--- config.mk ---
export PLATFORM = sky130hd
export DESIGN_NAME = mux4a2_cond_tx
export DESIGN_NICKNAME = d
export VERILOG_FILES = /design/src/rtl/mux4a2_cond_tx_pkg.sv /design/src/rtl/mux2a1_cond_tx.sv /design/src/rtl/mux4a2_cond_tx.sv
export SDC_FILE = /design/constraint.sdc
export NUM_CORES = 1
export LEC_CHECK = 0
export CAP_MARGIN = 20
export CORE_ASPECT_RATIO = 0.6
export CORE_UTILIZATION = 45
export DETAILED_ROUTE_END_ITERATION = 16
export GPL_TIMING_DRIVEN = 0
export PLACE_DENSITY_LB_ADDON = 0.1
export SYNTH_ARGS = -nofsm -noshare
export SYNTH_HDL_FRONTEND = slang
export SYNTH_SLANG_ARGS = --single-unit
--- constraint.sdc ---
create_clock -name clk_2f -period 1.1 [get_ports clk_2f]
set_input_delay 0.22 -clock clk_2f [delete_from_list [all_inputs] [get_ports clk_2f]]
set_output_delay 0.22 -clock clk_2f [all_outputs]
set_load 0.02 [all_outputs]
--- src/rtl/mux4a2_cond_tx_pkg.sv ---
// Shared Tx/Rx lane-combiner definitions: lane width and the slot-phase encoding.
// The demux on the Rx side uses the same encodings, so the slot ordering lives here only.
package mux4a2_cond_tx_pkg;

  localparam int unsigned DATA_W = 8;

  // Slot 0 carries lanes 0/2 (capture edge); slot 1 carries the held lanes 1/3.
  typedef enum logic {
    SLOT0 = 1'b0,
    SLOT1 = 1'b1
  } slot_e;

  // Phase advance: the slot alternates on every clk_2f edge.
  function automatic slot_e next_slot(input slot_e s);
    return (s == SLOT0) ? SLOT1 : SLOT0;
  endfunction

endpackage

--- src/rtl/mux2a1_cond_tx.sv ---
// Conditional 2-to-1 time-interleaver for one output lane.
// Ports:
//   clk_2f, reset_L      : clock (2x word rate), async active-low reset
//   sel                  : current slot, shared with the sibling instance
//   valid_a, data_a      : word sent in slot 0 (captured on the sel=SLOT0 edge)
//   valid_b, data_b      : word held on the sel=SLOT0 edge, sent in slot 1
//   valid_out, data_out  : registered output lane; data holds when a slot is invalid
module mux2a1_cond_tx
  import mux4a2_cond_tx_pkg::slot_e;
  import mux4a2_cond_tx_pkg::SLOT0;
#(
  parameter int unsigned DATA_W = mux4a2_cond_tx_pkg::DATA_W
) (
  input  logic              clk_2f,
  input  logic              reset_L,
  input  slot_e             sel,
  input  logic              valid_a,
  input  logic [DATA_W-1:0] data_a,
  input  logic              valid_b,
  input  logic [DATA_W-1:0] data_b,
  output logic              valid_out,
  output logic [DATA_W-1:0] data_out
);

  logic              hold_valid_q, hold_valid_d;
  logic [DATA_W-1:0] hold_data_q,  hold_data_d;
  logic              valid_out_q,  valid_out_d;
  logic [DATA_W-1:0] data_out_q,   data_out_d;

  // Slot selection: slot 0 sends word a and parks word b; slot 1 sends the parked word.
  always_comb begin
    hold_valid_d = hold_valid_q;
    hold_data_d  = hold_data_q;
    valid_out_d  = 1'b0;
    data_out_d   = data_out_q;

    if (sel == SLOT0) begin
      hold_valid_d = valid_b;
      hold_data_d  = data_b;
      if (valid_a) begin
        valid_out_d = 1'b1;
        data_out_d  = data_a;
      end
    end else begin
      // Inputs are ignored here; only the word parked at the capture edge is used.
      if (hold_valid_q) begin
        valid_out_d = 1'b1;
        data_out_d  = hold_data_q;
      end
    end
  end

  // State registers; reset discards any parked word so it is never emitted.
  always_ff @(posedge clk_2f or negedge reset_L) begin
    if (!reset_L) begin
      hold_valid_q <= 1'b0;
      hold_data_q  <= '0;
      valid_out_q  <= 1'b0;
      data_out_q   <= '0;
    end else begin
      hold_valid_q <= hold_valid_d;
      hold_data_q  <= hold_data_d;
      valid_out_q  <= valid_out_d;
      data_out_q   <= data_out_d;
    end
  end

  assign valid_out = valid_out_q;
  assign data_out  = data_out_q;

endmodule

--- src/rtl/mux4a2_cond_tx.sv ---
// Tx lane combiner: four slow-rate lanes onto two clk_2f-rate lanes.
// Lanes 0/1 interleave onto output lane 0, lanes 2/3 onto output lane 1,
// ordered slot0 (lane 0/2) then slot1 (lane 1/3) so the Rx demux restores the mapping.
// Ports:
//   clk_2f, reset_L           : clock (2x word rate), async active-low reset
//   valid0..3, data_in0..3    : input lanes, stable across a capture edge and the next edge
//   valid_out0/1, data_out0/1 : registered output lanes
module mux4a2_cond_tx
  import mux4a2_cond_tx_pkg::slot_e;
  import mux4a2_cond_tx_pkg::SLOT0;
  import mux4a2_cond_tx_pkg::next_slot;
#(
  parameter int unsigned DATA_W = mux4a2_cond_tx_pkg::DATA_W
) (
  input  logic              clk_2f,
  input  logic              reset_L,
  input  logic              valid0,
  input  logic              valid1,
  input  logic              valid2,
  input  logic              valid3,
  input  logic [DATA_W-1:0] data_in0,
  input  logic [DATA_W-1:0] data_in1,
  input  logic [DATA_W-1:0] data_in2,
  input  logic [DATA_W-1:0] data_in3,
  output logic              valid_out0,
  output logic              valid_out1,
  output logic [DATA_W-1:0] data_out0,
  output logic [DATA_W-1:0] data_out1
);

  slot_e sel_q, sel_d;

  // Shared phase: the first edge after reset release is always a capture (slot 0).
  always_comb begin
    sel_d = next_slot(sel_q);
  end

  always_ff @(posedge clk_2f or negedge reset_L) begin
    if (!reset_L) begin
      sel_q <= SLOT0;
    end else begin
      sel_q <= sel_d;
    end
  end

  // Output lane 0: lane 0 in slot 0, lane 1 in slot 1.
  mux2a1_cond_tx #(
    .DATA_W (DATA_W)
  ) u_lane0 (
    .clk_2f    (clk_2f),
    .reset_L   (reset_L),
    .sel       (sel_q),
    .valid_a   (valid0),
    .data_a    (data_in0),
    .valid_b   (valid1),
    .data_b    (data_in1),
    .valid_out (valid_out0),
    .data_out  (data_out0)
  );

  // Output lane 1: lane 2 in slot 0, lane 3 in slot 1.
  mux2a1_cond_tx #(
    .DATA_W (DATA_W)
  ) u_lane1 (
    .clk_2f    (clk_2f),
    .reset_L   (reset_L),
    .sel       (sel_q),
    .valid_a   (valid2),
    .data_a    (data_in2),
    .valid_b   (valid3),
    .data_b    (data_in3),
    .valid_out (valid_out1),
    .data_out  (data_out1)
  );

endmodule

==> results.md <==
- # clock sinks: 37
- Top FF cell, synth: dfrtp_1
- Post-synthesis compound-gate area fraction: 0.0117
- P_leak: 1.23 nW
- Slew margin rel.: 0.462
- Initial core utilization: 0.497
- Min Tclk post-route: 1080 ps
- Post-Synth Adder-Cell Area: 0
- Die W: a little over 80 um
- Wire per inst: 15.5 um
- Worst path max stage delay: 420 ps
- Antenna cells: 0
- Max Freq: 928 MHz
- Die area: 0.00406 mm2
- Mapped Area: 0.00171 mm2
- Slew @ Worst Pin: ~810 ps
- Leading post-synthesis cells by cell area: dfrtp_1 (54%), mux2i_1 (28%), mux2_2 (11%)
- RSZ-0062 raised after global routing: true
- Distinct cells, synth: 10
- Top Family by Delay on Critical Path: flip-flops
- Final Hold Vio Count: 0
- VDD IR max: 809 uV
- DRC: 0
- Outcome: finished clean
- Highest-delay cell along the critical path: dfrtp_1
- Post-Route WL: 3590 um
- Cell Rows: 16
- Worst EP arrival: approximately 860 ps
- WS Path Type: reg -> out
- CP Buf/Inv Count: 1
- Clock Skews: around 3.2 ps
- Design Area, Final: 0.00235 mm2
- Hold-fix buffers, CTS: 0
- CP endpoint kind: output port
- Worst reg2reg path depth: 2
- Min-Delay Path Class: in -> async
- Crit path from: u_lane1.data_out[6]
- Vias per inst: ~5.1
- Power, Total: 0.00302 W
- Largest family of logic cells by synthesized area: multiplexers
- Setup crit end: data_out1[6]
- FF+latch count, synth: 37
- IO Count: 56
- Yosys warning count: 0
- Hold_ws: 24.4 ps
- Initial DRC Count: 43
- GP Congestion: 0.735
- All-layer global routing usage: 0.194
- Register area share after synthesis: 0.541
- Critical-path cell list: buf_6
- Post-DP Area: ~0.0023 mm2
- First-pass GRT wire length: 5630 um
- Gr ovfl total: 0
- TritonCTS clock tree: built
- Via count: 1188
- Slew Viols, Final: 0
- Core ar.: 0.00344 mm2
- Share of layout cells above drive strength 1: 0.296
- Total CTS buffers: 5
- P&R area growth vs syn: 37.5%
- Fin util: 0.683
- Final net count: 224
- Final ANT Viol Nets: 0
- Post-synth EDFFs: 0
- Worst EP required: a little under 900 ps
- Count of buffers from port buffering: 53
- First-pass detailed-route iteration total: 4
- Mean Syn Cell Area: around 14 um2
- Synth Area in XOR/XNOR: 0
- Clock Path Buffers: 2
- Reg clk slew, reported paths: 70 ps
- Die Height: 49.8 um
- Post-detail-place hpwl: 2570 um
- Post-synth top area share: 0.541
- Fin crit share: 0.980
- Critical path depth: 1
- CTS root buf: clkbuf_8
- Clk_lat worst skew: between 200 and 300 ps
- Setup violators final: 0
- Peak fanout along the critical path: 3
- PD cells: between 1000 and 1500 mW/mm2
- Cells after synthesis: 120
- Reg-to-reg critical path endpoint: u_lane0.hold_data_q[7]
- Post-synthesis mux area share: 0.386
- Reg-to-reg critical path startpoint: sel_q
- Synth Area in Simple Gates: 0.00439
- H-tree levels: 2
- R2r setup slk: about 60 ps
- Crit start category: register
- Syn nets: 158
- Largest net degree at the start of global routing: 38
- Vias in the first global route: 1184
- Post-synth top area cell: dfrtp_1
- Max Cap Violations: 0
- Count leader, synth: mux2i_1
- Commonest cells post-synth: mux2i_1 (48), dfrtp_1 (37), mux2_2 (16), inv_1 (5)
- Post-synthesis async set-or-reset flop share: 1.00
- Initial antenna violation count: 0
-- layout by cell type (no fill, tap or decap) --
cell	count
buf_12	1
clkdlybuf4s50_1	34
clkbuf_8	6
o21ai_0	4
inv_1	5
mux2i_1	48
buf_4	10
dfrtp_1	37
buf_6	5
clkbuf_1	1
nand2_1	2
buf_2	17
mux2_2	16
-- power breakdown --
group	total, W	internal (W)	switching [W]
Clock	0.000944	0.000497	0.000447
Combinational	0.000556	0.000306	0.000250
Sequential	0.00152	0.00146	0.0000654
Total	0.00302	0.00226	0.000763
-- layout make-up --
cell class                      count  area (um2)
Sequential cell                    37         926
Inverter                            5        18.8
Tap cell                           45        56.3
Clock buffer                        7        86.3
Fill cell                         266        1090
Buffer                              8        77.6
Multi-Input combinational cell     70         688
Timing Repair Buffer               59         499
-- registers in the layout, indices dropped and copies added, names as in the netlist --
signal and flops:
u_lane0.valid_out 1, u_lane0.hold_valid_q 1, u_lane1.hold_data_q 8, sel_q 1, u_lane1.hold_valid_q 1, u_lane0.hold_data_q 8
u_lane0.data_out 8, u_lane1.data_out 8, u_lane1.valid_out 1
-- worst min-delay path by stage --
stage / from / endpoint / slack [ps] / depth (start not counted)
2_1_floorplan: reset_L / sel_q / -80 / 0
3_3_place_gp: u_lane0.hold_data_q[2] / u_lane0.hold_data_q[2] / 490 / 1
3_5_place_dp: reset_L / u_lane1.data_out[3] / 350 / 1
4_1_cts: reset_L / u_lane1.hold_data_q[4] / 50 / 1
5_1_grt: reset_L / u_lane1.hold_data_q[1] / 90 / 1
6_report: reset_L / u_lane0.data_out[0] / 20 / 1
-- layer usage --
| layer | vias to the layer above | part of all wire | global-route usage |
|---|---|---|---|
| met1 | 591 | 0.47 | 0.257 |
| met5 | - | 0 | 0 |
| met2 | 41 | 0.45 | 0.296 |
| li1 | 552 | - | - |
| met3 | 4 | 0.063 | 0.0741 |
| met4 | 0 | 0.010 | 0.0526 |
-- per-stage QoR --
step	setup TNS (ps)	instances	worst slack (ps)
2_1_floorplan	0	120	135
3_3_place_gp	-36950	218	-968
3_5_place_dp	-1370	218	-103
4_1_cts	0	225	6.08
5_1_grt	-9.84	231	-6.63
6_report	0	231	21.9
-- worst reg2reg max path, stage by stage, from the launching register on --
cell	delay, ps
dfrtp_1	390
buf_6	190
mux2_2	360
-- kinds of logic after synthesis --
group / after synthesis
multiplexers: 64
flip-flops: 37
buffers and inverters: 13
AO/OA/AOI/OAI: 4
AND/OR/NAND/NOR: 2
-- what timing repair did --
item	CTS	global route
pin swaps	0	0
endpoints found under the setup margin	18	8
buffers inserted	0	6
gates resized for setup	72	6
endpoints found under the hold margin	0	0
Power figures use the tool's default switching activity.
